File: src/rtl/duty_meter.sv
// duty_meter: measures period and high time of a slow clock-like signal in
// clk_in cycles, flags an exact one-third duty cycle and reports lock when two
// consecutive measurements agree. A counter that reaches its limit without a
// new rising edge raises a one-cycle timeout and returns to IDLE.
// Optional build macro: DUTY_SYNC_EN inserts a two-flop synchronizer ahead of
// the sampling registers for sources that are asynchronous to clk_in.
module duty_meter #(
    parameter int CNT_W = 8
) (
    input  logic             clk_in,
    input  logic             rst_n,
    input  logic             sig_in,
    output logic             meas_valid,
    output logic [CNT_W-1:0] high_cnt,
    output logic [CNT_W-1:0] period_cnt,
    output logic             duty_33,
    output logic             locked,
    output logic             timeout
);

    localparam logic [CNT_W-1:0] CNT_ONE = {{(CNT_W-1){1'b0}}, 1'b1};
    localparam logic [CNT_W-1:0] CNT_MAX = {CNT_W{1'b1}};
    // Value one below saturation: the counter hits CNT_MAX on the next edge.
    localparam logic [CNT_W-1:0] CNT_PRE = CNT_MAX - CNT_ONE;

`ifdef DUTY_SYNC_EN
    // Sync stages plus s_cur and s_prev must all hold real samples.
    localparam int VLD_W = 4;
`else
    localparam int VLD_W = 2;
`endif

    typedef enum logic [1:0] {
        ST_IDLE = 2'd0,
        ST_HIGH = 2'd1,
        ST_LOW  = 2'd2
    } state_t;

    logic             w_sig_src;
    logic             r_s_cur;
    logic             r_s_prev;
    logic [VLD_W-1:0] r_vld;
    logic             w_rise;
    logic             w_fall;
    logic             w_to;
    logic [CNT_W-1:0] r_cnt;
    logic [CNT_W-1:0] r_high;
    logic             r_have_prev;
    logic [CNT_W+1:0] w_three_high;
    logic             w_duty_hit;
    logic             w_match;
    state_t           r_state;

`ifdef DUTY_SYNC_EN
    logic r_sync1;
    logic r_sync2;

    // Two-flop synchronizer for an asynchronous sig_in.
    always_ff @(posedge clk_in or negedge rst_n) begin
        if (!rst_n) begin
            r_sync1 <= 1'b0;
            r_sync2 <= 1'b0;
        end else begin
            r_sync1 <= sig_in;
            r_sync2 <= r_sync1;
        end
    end

    assign w_sig_src = r_sync2;
`else
    assign w_sig_src = sig_in;
`endif

    // Sample the signal and track when the pipeline holds real (post-reset) data.
    always_ff @(posedge clk_in or negedge rst_n) begin
        if (!rst_n) begin
            r_s_cur  <= 1'b0;
            r_s_prev <= 1'b0;
            r_vld    <= '0;
        end else begin
            r_s_cur  <= w_sig_src;
            r_s_prev <= r_s_cur;
            r_vld    <= {r_vld[VLD_W-2:0], 1'b1};
        end
    end

    // Edges are qualified by r_vld so a level already high at reset release
    // is not mistaken for a rising edge.
    assign w_rise = r_vld[VLD_W-1] & r_s_cur & ~r_s_prev;
    assign w_fall = r_vld[VLD_W-1] & ~r_s_cur & r_s_prev;

    // Saturation is reached on this edge and no new period has started.
    assign w_to = (r_cnt == CNT_PRE) & ~w_rise;

    // 3*high computed two bits wider so it cannot overflow.
    assign w_three_high = ({2'b00, r_high} << 1) + {2'b00, r_high};
    assign w_duty_hit   = (w_three_high == {2'b00, r_cnt});
    assign w_match      = r_have_prev & (r_high == high_cnt) & (r_cnt == period_cnt);

    // Cycle counter: restarts at 1 on each rise, otherwise counts up and holds at max.
    always_ff @(posedge clk_in or negedge rst_n) begin
        if (!rst_n) begin
            r_cnt <= '0;
        end else if (w_rise) begin
            r_cnt <= CNT_ONE;
        end else if (r_cnt != CNT_MAX) begin
            r_cnt <= r_cnt + CNT_ONE;
        end else begin
            r_cnt <= r_cnt;
        end
    end

    // Measurement state machine with registered outputs.
    always_ff @(posedge clk_in or negedge rst_n) begin
        if (!rst_n) begin
            r_state     <= ST_IDLE;
            r_high      <= '0;
            r_have_prev <= 1'b0;
            meas_valid  <= 1'b0;
            high_cnt    <= '0;
            period_cnt  <= '0;
            duty_33     <= 1'b0;
            locked      <= 1'b0;
            timeout     <= 1'b0;
        end else begin
            meas_valid <= 1'b0;
            timeout    <= 1'b0;
            case (r_state)
                ST_IDLE: begin
                    if (w_rise) begin
                        r_state <= ST_HIGH;
                    end
                end
                ST_HIGH: begin
                    if (w_to) begin
                        r_state     <= ST_IDLE;
                        timeout     <= 1'b1;
                        locked      <= 1'b0;
                        r_have_prev <= 1'b0;
                    end else if (w_fall) begin
                        r_high  <= r_cnt;
                        r_state <= ST_LOW;
                    end
                end
                ST_LOW: begin
                    if (w_rise) begin
                        r_state     <= ST_HIGH;
                        period_cnt  <= r_cnt;
                        high_cnt    <= r_high;
                        meas_valid  <= 1'b1;
                        duty_33     <= w_duty_hit;
                        locked      <= w_match;
                        r_have_prev <= 1'b1;
                    end else if (w_to) begin
                        r_state     <= ST_IDLE;
                        timeout     <= 1'b1;
                        locked      <= 1'b0;
                        r_have_prev <= 1'b0;
                    end
                end
                default: begin
                    r_state <= ST_IDLE;
                end
            endcase
        end
    end

endmodule
File: config.mk
export PLATFORM = sky130hd
export DESIGN_NAME = duty_meter
export DESIGN_NICKNAME = d
export VERILOG_FILES = /design/src/rtl/duty_meter.sv
export SDC_FILE = /design/constraint.sdc
export NUM_CORES = 1
export LEC_CHECK = 0
export ABC_AREA = 1
export BUFFER_PORTS_ARGS = -buffer_cell sky130_fd_sc_hd__buf_2
export CAP_MARGIN = 20
export CORE_AREA = 2 2 64 90
export DETAILED_ROUTE_END_ITERATION = 8
export DIE_AREA = 0 0 66 92
export GPL_ROUTABILITY_DRIVEN = 1
export PLACE_DENSITY = 0.72
export SYNTH_ARGS = -nofsm -noshare
export SYNTH_HDL_FRONTEND = slang
export SYNTH_SLANG_ARGS = --single-unit
export TNS_END_PERCENT = 30
File: constraint.sdc
create_clock -name clk_in -period 1.85 [get_ports clk_in]
set_input_delay 0.2775 -clock clk_in [delete_from_list [all_inputs] [get_ports clk_in]]
set_output_delay 0.2775 -clock clk_in [all_outputs]
set_load 0.01 [all_outputs]
== Yosys cells after proc, flatten, opt, wreduce, memory -nomap -nowiden ==
Index checks and enable logic that the tools add are counted.

* Bitwise operators: 11
* Eq/ne operators: 10
* Muxes and demuxes: 19
* Add/sub/neg operators: 2
* Reduce and logical (&&, ||, !) cells: 6

{| class="wikitable"
|+ Operators with widths
! kind !! number
|-
| $eq A8 B8 Y1 || 2
|-
| $mux W8 || 2
|-
| $add A9 B8 Y10 || 1
|-
| $eq A10 B8 Y1 || 1
|-
| $mux W2 || 5
|-
| $add A8 B1 Y8 const B || 1
|-
| $eq A8 B8 Y1 const B || 1
|-
| $mux W1 || 8
|-
| $ne A8 B8 Y1 const B || 1
|-
| $and A1 B1 Y1 || 7
|-
| $ne A3 B3 Y1 const B || 2
|-
| $pmux W1 S2 || 3
|-
| $pmux W2 S3 || 1
|-
| $reduce_and A3 Y1 || 2
|-
| $not A1 Y1 || 4
|-
| $reduce_bool A2 Y1 || 2
|-
| $eq A2 B1 Y1 const B || 1
|-
| $eq A2 B2 Y1 const B || 1
|-
| $logic_not A2 Y1 || 1
|-
| $ne A2 B2 Y1 const B || 1
|-
| $reduce_and A2 Y1 || 1
|}

* Output and inout bits: 20
* Logic and storage cells: 61
* Register bits after elaboration: 43

== Longest topological paths before layout ==
Gate-level depths: netlist (run 1).

* Word-level depth: 7
* Gate-level depth with buffers: 12
* Gate-level depth less buffers: 12

== Least setup slack after synthesis (run 1) ==
Ideal clock, no wire load.

* Path kind: register to register
* Start point: register r_high[0]
* End point: register duty_33
* Arrival time: 1.698 ns
* Buffers on the path: 0
* Setup time: 0.065 ns
* Cell stages (with the launch flop): 13
* Path slack: 0.087 ns
* Path through: dfrtp_1 > ha_1 > fa_1 > inv_1 > nand2_1 > nand2_1 > inv_1 > nand3_1 > nor2_1 > nand3_1 > nor2_1 > nand3_1 > nand2_1

* Cells in the longest elaborated chain, start to end: 2

{| class="wikitable"
|+ Ends and longest elaborated chain
! what !! RTL line !! source
|-
| from (decl) || 47 || <nowiki>logic [CNT_W-1:0] r_high;</nowiki>
|-
| from (signal assigned) || 141 || <nowiki>r_high <= r_cnt;</nowiki>
|-
| $add A9 B8 Y10 || 96 || <nowiki>assign w_three_high = ({2'b00, r_high} << 1) + {2'b00, r_high};</nowiki>
|-
| $eq A10 B8 Y1 || 97 || <nowiki>assign w_duty_hit = (w_three_high == {2'b00, r_cnt});</nowiki>
|-
| to (signal assigned) || 151 || <nowiki>duty_33 <= w_duty_hit;</nowiki>
|-
| to (decl) || 16 || <nowiki>output logic duty_33,</nowiki>
|}

No other way between the ends.
A chain may end at the register's enable or synchronous reset.

== Worst setup path in the final report (run 1) ==
* Start point: register r_high[1]
* End point: register duty_33

The elaborated chain is that of the path after synthesis.

==> results of run 1 <==
[path summary, 6_finish.rpt]
| kind | startpoint | endpoint | slack [ns] | depth (start not counted) |
|---|---|---|---|---|
| max in group asynchronous | rst_n | period_cnt[3] | 0.90 | 3 |
| min reg2reg | r_vld[0] | r_vld[1] | 0.36 | 0 |
| max | r_high[1] | duty_33 | 0.03 | 12 |
| max reg2reg | r_high[1] | duty_33 | 0.03 | 12 |
| min in group asynchronous | rst_n | high_cnt[2] | 0.40 | 2 |
| min | sig_in | r_s_cur | 0.07 | 1 |
[registers in the layout, indices dropped and copies added (netlist names)]
name	flops
duty_33	1
high_cnt	8
locked	1
meas_valid	1
period_cnt	8
r_cnt	8
r_have_prev	1
r_high	8
r_s_cur	1
r_s_prev	1
r_state	2
r_vld	2
timeout	1
[layout by cell type, fill, tap and decap left out, types with 3 or more instances in the layout]
| master | count |
|---|---|
| nand2_1 | 91 |
| dfrtp_1 | 43 |
| inv_1 | 40 |
| o21ai_0 | 23 |
| buf_2 | 22 |
| nor2_1 | 17 |
| nand3_1 | 14 |
| ha_1 | 12 |
| buf_4 | 11 |
| xnor2_1 | 10 |
| o21ai_1 | 9 |
| a21oi_1 | 6 |
| nand4_1 | 5 |
| or2_2 | 5 |
| clkbuf_8 | 5 |
| nor3_1 | 4 |
| nand3_2 | 3 |
| inv_2 | 3 |
| xor2_1 | 3 |
[kinds of logic (layout without fill, tap and decap cells)]
family                   after synthesis  count (layout)  synth area share, %
AND/OR/NAND/NOR                      148             148                 26.3
other                                  1               1                0.149
buffers and inverters                 48              86                 7.49
XOR/XNOR                              14              14                 5.45
flip-flops                            43              43                 42.6
adder cells (fa/ha/maj)               16              16                 8.23
AO/OA/AOI/OAI                         46              46                 9.77
[per-layer routing]
layer  up-vias  share of wire (%)  global-route usage [%]  routed length [µm]
met2        29                 53                    34.8                2880
met4         0                2.6                    8.33                 141
li1       1078                  -                       -                   -
met3        12                3.0                    3.44                 166
met1       960                 42                    23.8                2260
met5         -                  0                       0                   0
[power by group through the flow]
stage	Combinational, mW	Sequential [mW]	Clock [mW]
floorplan	1.28	1.44	0
global placement	1.75	1.44	0
detailed placement	1.79	1.45	0
CTS	1.80	1.43	0.616
global route	2.14	1.49	0.653
finish	1.86	1.45	0.608
[repair_timing]
item | CTS | global route
pin swaps | 0 | 0
setup endpoints to repair | 1 | 2
buffers inserted | 0 | 0
hold buffers | 1 | 0
endpoints found under the hold margin | 13 | 0
gates resized for setup | 0 | 8
[through the flow]
step,power (mW),setup slack (ns)
4_1_cts,3.85,-0.0200
6_report,3.92,0.0309
3_5_place_dp,3.24,-0.00262
3_3_place_gp,3.19,0.0613
5_1_grt,4.29,-0.0655
2_1_floorplan,2.72,0.0871
[layout make-up]
type                       instances  share of cell area (%)
sequential                        43                    36.9
clock buffer                       6                    2.49
tap                               68                    2.91
inverter                          43                    5.53
timing repair buffer              35                    7.33
multi-input combinational        225                    44.4
clock inverter                     2                   0.429
[worst reg2reg max path, cell delays in order, from the launching register on]
cell and delay, ns:
dfrtp_1 0.40, ha_2 0.19, fa_1 0.48, inv_1 0.05, nand2_1 0.05, nand2_1 0.05
inv_1 0.04, nand3_1 0.07, nor2_1 0.09, nand3_1 0.09, nor2_2 0.10, nand3_1 0.08
nand2_1 0.07
==> impl_summary.log, run 1 <==
INFO  metric post_synth_most_frequent_cells = nand2_1, dfrtp_1, inv_1
INFO  metric synth_fp_nets = 335
INFO  metric root_buffer = clkbuf_8
INFO  metric internal_power = 2.27 mW
INFO  metric max_freq = 550 MHz
INFO  metric setup_viol = 0
INFO  metric synth_cell_type_count = 33
INFO  metric core_area = 5370 µm²
INFO  metric placedCellCount = 413
INFO  metric initialDrtViolationCount = 48
INFO  metric synth_ff_type = dfrtp_1
INFO  metric worstSetupEndpointType = register
INFO  metric clkTransAtPathRegs = 0.08 ns
INFO  metric diodes = 0
INFO  metric syn_avg_cell_area = 7.99 µm²
INFO  metric numCtsBuffers = 5
INFO  metric comb_power_share = 47.4%
INFO  metric cp_cell_sequence = ha_2, fa_1, inv_1, nand2_1, nand2_1, inv_1, nand3_1, nor2_1, nand3_1, nor2_2, nand3_1, nand2_1
INFO  metric cp_max_fo = 2
INFO  metric io_pins = 23
INFO  metric post_route_cells_drive_above_1_share = 18.4%
INFO  metric finalNonFillerCells = 422
INFO  metric maxCapViolCount = 0
INFO  metric first_pass_grt_wire_length = 9250 µm
INFO  metric min_path_type = in2reg
INFO  metric height_of_the_die = 92 µm
INFO  metric total_leakage_power = 1.55 nW
INFO  metric antenna_found_initial = 0
INFO  metric post-synth-top-area-fraction = 42.6%
INFO  metric synth-edff-count = 0
INFO  metric grt_setup_unrepaired = yes
INFO  metric nNetsFinal = 372
INFO  metric grt_max_degree = 18
INFO  metric critical_path_class = reg2reg
INFO  metric period_needed = 1.82 ns
INFO  metric final_area = 2920 µm²
INFO  metric status = completed
INFO  metric postRouteAntennaNets = 0
INFO  metric timing.critical_path.slowest_cell_delay = 0.47 ns
INFO  metric synth_area_leader_cell = dfrtp_1
INFO  metric grt_overflow_total = 0
INFO  metric cts_sinks = 43
INFO  metric timing.setup.tns = 0 ns
INFO  metric power.sequential.fraction = 37.1%
INFO  metric critPathTopFamily = adder cells
INFO  metric post-route-period-util = 98.3%
INFO  metric ys.warnings.count = 0
INFO  metric floorplan.initialDensity = 47.0%
INFO  metric clock_insertion_delay_worst_skew = 0.31 ns
INFO  metric power.switching_fraction = 42.1%
INFO  metric vias = 2079
INFO  metric drc = 0
INFO  metric route.detailed.wl_per_inst = 12.9 µm
INFO  metric first_pass_iters = 4
INFO  metric final-seq-area = 1080 µm²
INFO  metric critical_path_buf_inv_count = 2
INFO  metric global_route.usage.total = 20.0%
INFO  metric power.density = 1340 nW/µm²
INFO  metric area_growth_syn_to_fin = 15.7%
INFO  metric critPathRequiredTime = 2.10 ns
INFO  metric die_width = 66 µm
INFO  metric switching_power = 1.65 mW
INFO  metric place.gp.congestion = 0.848
INFO  metric design.die.area = 6070 µm²
INFO  metric detail_route.wirelength = 5450 µm
INFO  metric first_global_vias = 2067
INFO  metric synth_area = 2520 µm²
INFO  metric postSynthRegisterBits = 43
INFO  metric rows = 32
INFO  metric clock_power_share = 15.5%
INFO  metric yosysSeqAreaShare = 42.6%
INFO  metric ctsHtreeMaxLevel = 2
INFO  metric max-vdd-ir-drop = 0.669 mV
INFO  metric max-clock-path-buffers = 2
INFO  metric numPortBuffers = 22
INFO  metric skew = 0.00549 ns
INFO  metric synthArstFlopShare = 100%
INFO  metric hold_violations = 0
INFO  metric detailed_place_hpwl = 4120 µm
INFO  metric drv_slew = 0
INFO  metric hold_ws = 0.0685 ns
INFO  metric timing.critical_path.slowest_stage_cell = fa_1
INFO  metric cts_tree = yes
INFO  metric vias_per_cell = 4.93
INFO  metric syn-instance-count = 316
INFO  metric most_frequently_used_cell_type_in_the_post_synthesis_netlist = nand2_1
INFO  metric multi_input_comb_area = 1300 µm²
INFO  metric start_kind = register
INFO  metric final.fill_count = 526
INFO  metric leading_post_synthesis_cells_by_cell_area = dfrtp_1, nand2_1, ha_1
INFO  metric layout.core_utilization = 54.4%
INFO  metric place_area = 2780 µm²
INFO  metric worstPathArrival = 2.07 ns
Note: power is estimated with default switching activity, not from simulation.
==> run 2, diff against run 1 <==
CORE_AREA = 2 2 62 87   (was 2 2 64 90)
DIE_AREA = 0 0 64 89   (was 0 0 66 92)
PLACE_DENSITY = 0.76   (was 0.72)
==> impl_summary.log, run 2 (synthesis results as in run 1) <==
INFO  metric cts_tree = yes
INFO  metric critical_path_buf_inv_count = 1 (-1)
INFO  metric global_route.usage.total = 21.5% (+1.6 points)
INFO  metric maxCapViolCount = 0 (unchanged)
INFO  metric worstPathArrival = 2.09 ns (+0.02 ns)
INFO  metric grt_setup_unrepaired = yes
INFO  metric maxSlewHeadroom = 63.1%
INFO  metric max-clock-path-buffers = 2 (unchanged)
INFO  metric grt_util_met2 = 41.0% (+6.2 points)
INFO  metric critPathTopFamily = simple AND/OR/NAND/NOR gates
INFO  metric ctsHtreeMaxLevel = 2 (unchanged)
INFO  metric total_leakage_power = 1.56 nW (+0.19%)
INFO  metric switching_power = 1.67 mW (+1.0%)
INFO  metric io_pins = 23 (unchanged)
INFO  metric drv_slew = 0 (unchanged)
INFO  metric clkTransAtPathRegs = 0.08 ns (about the same)
INFO  metric critical_path_class = reg2reg
INFO  metric place_ws = 0.00721 ns (+0.00982 ns)
INFO  metric detail_route.wirelength = 5460 µm (+0.24%)
INFO  metric first_global_vias = 2083 (+0.77%)
INFO  metric status = completed
INFO  metric place.gp.congestion = 0.872 (+2.8%)
INFO  metric drc = 0 (unchanged)
INFO  metric gr-usage-met3 = 3.15% (-0.29 points)
INFO  metric power.switching_fraction = 42.1% (about the same)
INFO  metric placedCellCount = 406 (-1.7%)
INFO  metric cts_sinks = 43 (unchanged)
INFO  metric final_cell_mix = nand2_1, dfrtp_1, inv_1, o21ai_0, buf_2
INFO  metric height_of_the_die = 89 µm (-3.3%)
INFO  metric floorplan.initialDensity = 52.1% (+5.1 points)
INFO  metric grtUsageMet1 = 24.4% (+0.66 points)
INFO  metric post_route_cells_drive_above_1_share = 17.9% (-0.41 points)
INFO  metric rows = 30 (-6.3%)
INFO  metric skew = 0.00555 ns (+0.0000564 ns)
INFO  metric hold_violations = 0 (unchanged)
INFO  metric first_pass_grt_wire_length = 9400 µm (+1.6%)
INFO  metric worstSetupEndpointType = register
INFO  metric numCtsBuffers = 5 (unchanged)
INFO  metric post-route-period-util = 99.8% (+1.5 points)
INFO  metric diodes = 0 (unchanged)
INFO  metric cp_max_fo = 2 (unchanged)
INFO  metric power.sequential.fraction = 37.1% (about the same)
INFO  metric timing.final.ws_setup = 0.00350 ns (-0.0274 ns)
INFO  metric max_slew.worst_pin.slew = 0.554 ns
INFO  metric numPortBuffers = 22 (unchanged)
INFO  metric route.detailed.wl_per_inst = 13.2 µm (+1.9%)
INFO  metric first_pass_iters = 4 (unchanged)
INFO  metric power.density = 1370 nW/µm² (+1.7%)
INFO  metric timing.critical_path.slowest_stage_cell = fa_1
INFO  metric clock_insertion_delay_worst_skew = 0.30 ns (about the same)
INFO  metric timing.critical_path.slowest_cell_delay = 0.45 ns (-0.02 ns)
INFO  metric setup_viol = 0 (unchanged)
INFO  metric core_area = 4840 µm² (-9.7%)
INFO  metric grt_busiest_layer = met2
INFO  metric internal_power = 2.29 mW (+1.1%)
INFO  metric final.fill_count = 409 (-22%)
INFO  metric cp_cell_sequence = ha_2, fa_1, inv_2, nor2_2, nor2_1, nand3_1, nor2_1, nand3_1, nor2_1, nand3_1, nand2_1
INFO  metric detailed_place_hpwl = 4140 µm (+0.47%)
INFO  metric finalNonFillerCells = 415 (-1.7%)
INFO  metric area_growth_syn_to_fin = 14.9%
INFO  metric layout_commonest_cell = nand2_1
INFO  metric nNetsFinal = 369 (-0.81%)
INFO  metric min_path_type = in2reg
INFO  metric period_needed = 1.85 ns (+0.0274 ns)
INFO  metric comb_power_share = 46.0% (-1.4 points)
INFO  metric hold_ws = 0.0838 ns (+0.0153 ns)
INFO  metric postRouteAntennaNets = 0 (unchanged)
INFO  metric grt_overflow_total = 0 (unchanged)
INFO  metric grt_max_degree = 24 (+6)
INFO  metric start_kind = register
INFO  metric vias_per_cell = 5.18 (+5.2%)
INFO  metric antenna_found_initial = 0 (unchanged)
INFO  metric clock_power_share = 16.9% (+1.4 points)
INFO  metric critPathRequiredTime = 2.09 ns (about the same)
INFO  metric die_width = 64 µm (-3.0%)
INFO  metric root_buffer = clkbuf_8
INFO  metric design.die.area = 5700 µm² (-6.2%)
INFO  metric max-vdd-ir-drop = 0.682 mV (+2.0%)
INFO  metric initialDrtViolationCount = 118 (+150%)
INFO  metric vias = 2151 (+3.5%)
INFO  metric max_freq = 542 MHz (-1.5%)
run 2: cell count changes in the layout (fill, tap and decap cells not counted):
cell / delta
a21oi_1: +1
a21oi_2: -1
buf_12: +1
buf_4: -4
clkbuf_1: -1
clkbuf_8: +2
clkinv_2: -1
ha_1: +2
ha_4: -2
inv_1: -1
inv_2: +1
nand2_1: -2
nand2_2: +2
run 2: worst reg2reg max path, stage by stage, from the launching register on:
cell	delay, ns
dfrtp_1	0.40
ha_2	0.20
fa_1	0.45
inv_2	0.09
nor2_2	0.05
nor2_1	0.14
nand3_1	0.09
nor2_1	0.09
nand3_1	0.08
nor2_1	0.09
nand3_1	0.08
nand2_1	0.06
run 2: final timing paths:
check                           startpoint       endpoint  slack, ns  cells after the start
worst max-delay path             r_high[0]        duty_33      0.003                     11
worst max register to register   r_high[0]        duty_33      0.003                     11
worst min register to register    r_vld[0]       r_vld[1]       0.36                      0
worst min-delay path                sig_in        r_s_cur       0.08                      1
max in group asynchronous            rst_n  period_cnt[6]       0.85                      3
min in group asynchronous            rst_n  period_cnt[3]       0.50                      2
run 2: what timing repair did:
item / 4_1_cts / 5_1_grt
endpoints found under the hold margin: 22 / 0
setup buffers: 0 / 0
setup endpoints to repair: 1 / 2
resized for setup: 1 / 7
hold buffers: 1 / 0
run 2: power by group through the flow:
stage	combinational, mW	clock (mW)	sequential, mW
floorplan	1.28	0	1.44
global placement	1.69	0	1.46
detailed placement	1.74	0	1.47
CTS	1.76	0.685	1.46
global route	2.08	0.728	1.51
finish	1.82	0.667	1.47
run 2: metrics by stage:
step	util, %	setup TNS (ns)	total power [mW]	instance area (µm²)
global placement	57.1	0	3.15	2770
finish	59.9	0	3.96	2900
detailed placement	57.1	0	3.21	2770
CTS	59.5	0	3.90	2880
global route	59.9	-0.123	4.32	2900
floorplan	-	0	2.72	2520
run 2: area by class of cell:
type	count	area [µm²]	area share [%]
multi-input combinational	225	1270	43.9
tap	64	80.1	2.76
inverter	43	161	5.57
clock inverter	1	7.51	0.259
sequential	43	1080	37.1
clock buffer	7	96.3	3.32
timing repair buffer	32	204	7.03
run 2: routing by layer:
| metal | part of all wire, % | routed length (µm) |
|---|---|---|
| met5 | 0 | 0 |
| met1 | 40 | 2200 |
| met3 | 4.0 | 216 |
| met2 | 54 | 2930 |
| met4 | 2.1 | 114 |
==> run 3, diff against run 2 <==
CORE_AREA = 2 2 86 63   (was 2 2 62 87)
DIE_AREA = 0 0 88 65   (was 0 0 64 89)
PLACE_DENSITY = 0.77   (was 0.76)
==> impl_summary.log, run 3 (synthesis results as in run 1) <==
INFO  metric height_of_the_die = 65 µm (-27%)
INFO  metric critical_path_class = reg2reg
INFO  metric timing.setup.tns = 0 ns (unchanged)
INFO  metric skew = 0.00841 ns (+0.00286 ns)
INFO  metric initialDrtViolationCount = 150 (+27%)
INFO  metric worstReg2RegStart = r_high[0]
INFO  metric drc = 0 (unchanged)
INFO  metric postCtsHoldBufs = 0 (-1)
INFO  metric route.detailed.wl_per_inst = 12.7 µm (-3.6%)
INFO  metric cts_setup_buffers = 0 (unchanged)
INFO  metric maxCapViolCount = 0 (unchanged)
INFO  metric detailed_place_hpwl = 3970 µm (-4.0%)
INFO  metric critical_path_origin = r_high[0]
INFO  metric cp_max_fo = 3 (+1)
INFO  metric critical_path_buf_inv_count = 2 (+1)
INFO  metric floorplan.initialDensity = 50.7% (-1.5 points)
INFO  metric io_pins = 23 (unchanged)
INFO  metric rows = 22 (-27%)
INFO  metric postRouteAntennaNets = 0 (unchanged)
INFO  metric post-route-period-util = 99.3% (-0.50 points)
INFO  metric timing.critical_path.slowest_stage_cell = fa_1
INFO  metric critPathTopFamily = adder cells
INFO  metric numCtsBuffers = 5 (unchanged)
INFO  metric ctsHtreeMaxLevel = 2 (unchanged)
INFO  metric global_route.usage.total = 21.1% (-0.48 points)
INFO  metric first_pass_grt_wire_length = 9170 µm (-2.4%)
INFO  metric nNetsFinal = 367 (-0.54%)
INFO  metric total_leakage_power = 1.54 nW (-1.2%)
INFO  metric max-vdd-ir-drop = 0.803 mV (+18%)
INFO  metric worstPathArrival = 2.07 ns (-0.02 ns)
INFO  metric vias = 2123 (-1.3%)
INFO  metric drv_slew = 0 (unchanged)
INFO  metric max-clock-path-buffers = 2 (unchanged)
INFO  metric area_growth_syn_to_fin = 14.0%
INFO  metric max_freq = 544 MHz (+0.50%)
INFO  metric timing.critical_path.slowest_cell_delay = 0.50 ns (+0.05 ns)
INFO  metric die_width = 88 µm (+38%)
INFO  metric status = completed
INFO  metric grt_max_degree = 44 (+83%)
INFO  metric cts_sinks = 43 (unchanged)
INFO  metric clkTransAtPathRegs = 0.08 ns (about the same)
INFO  metric maxSlewHeadroom = 63.8% (+0.74 points)
INFO  metric detail_route.wirelength = 5330 µm (-2.5%)
INFO  metric worstSetupEndpointType = register
INFO  metric final_cell_mix = nand2_1, dfrtp_1, inv_1, o21ai_0, buf_2
INFO  metric max_slew.worst_pin.slew = 0.542 ns (-0.0111 ns)
INFO  metric finalNonFillerCells = 420 (+1.2%)
INFO  metric root_buffer = clkbuf_8
INFO  metric final.fill_count = 461 (+13%)
INFO  metric place.gp.congestion = 0.892 (+2.3%)
INFO  metric start_kind = register
INFO  metric grt_overflow_total = 0 (unchanged)
INFO  metric setup_viol = 0 (unchanged)
INFO  metric r2r.worst_path.cells = 12 (+1)
INFO  metric period_needed = 1.84 ns (-0.00924 ns)
INFO  metric cp_cell_sequence = ha_2, fa_1, inv_2, nand2_1, nand2_1, inv_1, nand3_1, nor2_1, nand3_1, nor2_1, nand3_1, nand2_1
INFO  metric power.density = 1380 nW/µm² (+0.81%)
INFO  metric post_route_cells_drive_above_1_share = 17.5% (-0.42 points)
INFO  metric clock_insertion_delay_worst_skew = 0.29 ns (about the same)
INFO  metric cts_tree = yes
INFO  metric grt_setup_unrepaired = yes
INFO  metric design.die.area = 5720 µm² (+0.42%)
INFO  metric layout_commonest_cell = nand2_1
INFO  metric first_pass_iters = 4 (unchanged)
INFO  metric antenna_found_initial = 0 (unchanged)
INFO  metric crit_cells = 12 (+1)
INFO  metric first_global_vias = 2020 (-3.0%)
INFO  metric hold_violations = 0 (unchanged)
INFO  metric vias_per_cell = 5.05 (-2.5%)
INFO  metric critPathRequiredTime = 2.08 ns (about the same)
INFO  metric placedCellCount = 413 (+1.7%)
INFO  metric diodes = 0 (unchanged)
INFO  metric core_area = 4980 µm² (+2.9%)
INFO  metric numPortBuffers = 22 (unchanged)
INFO  metric min_path_type = in2async
run 3: changes by cell type in the layout (fill, tap and decap cells not counted), moves of 2 or more:
cell	change
dfrtp_1	-2
nand2_2	-2
dfrtp_2	+2
nand2_1	+2
clkbuf_8	-2
run 3: stage by stage:
stage	total power, mW	utilization, %	worst slack, ns	hold WS, ns	cell area (µm²)
floorplan	2.72	-	0.0871	-0.0181	2520
global placement	3.14	55.3	0.0617	0.334	2760
detailed placement	3.21	55.3	0.00927	0.337	2760
CTS	3.96	57.5	0.0139	0.0690	2870
global route	4.32	57.8	-0.143	0.0717	2880
finish	3.96	57.8	0.0127	0.0475	2880
run 3: metal layers:
layer | track usage (%) | routed length, µm | vias up
met5 | 0 | 0 | -
met4 | 6.54 | 37 | 0
met3 | 5.35 | 291 | 5
met2 | 31.3 | 2440 | 53
met1 | 30.1 | 2560 | 990
li1 | - | - | 1075
run 3: power breakdown:
group / internal, mW / switching (mW) / total (mW)
combinational: 0.769 / 1.02 / 1.79
sequential: 1.17 / 0.281 / 1.46
clock: 0.395 / 0.323 / 0.717
total: 2.34 / 1.62 / 3.96
run 3: path summary, 6_finish.rpt:
| path | end | slack (ns) |
|---|---|---|
| hold / removal | r_have_prev | 0.05 |
| max in group asynchronous | r_cnt[1] | 1.41 |
| setup / recovery | duty_33 | 0.01 |
| min in group clk_in | r_s_cur | 0.08 |
| setup reg to reg | duty_33 | 0.01 |
| hold reg to reg | r_vld[1] | 0.35 |
run 3: worst reg2reg max path: stages (launching register included):
cell	delay [ns]
dfrtp_1	0.39
ha_2	0.21
fa_1	0.50
inv_2	0.04
nand2_1	0.05
nand2_1	0.05
inv_1	0.04
nand3_1	0.07
nor2_1	0.09
nand3_1	0.09
nor2_1	0.10
nand3_1	0.09
nand2_1	0.07
run 3: timing repair:
action | 4_1_cts | 5_1_grt
pin swaps | 0 | 1
cloned | 0 | 0
setup endpoints to repair | 1 | 3
gates resized for setup | 2 | 5
endpoints found under the hold margin | 0 | 0
run 3: final cells by class:
type	instances	area [µm²]	area share, %
Sequential cell	43	1080	37.5
Clock buffer	5	68.8	2.39
Clock inverter	2	37.5	1.30
Inverter	43	161	5.61
Timing Repair Buffer	30	170	5.91
Multi-Input combinational cell	225	1270	44.2
Tap cell	72	90.1	3.13
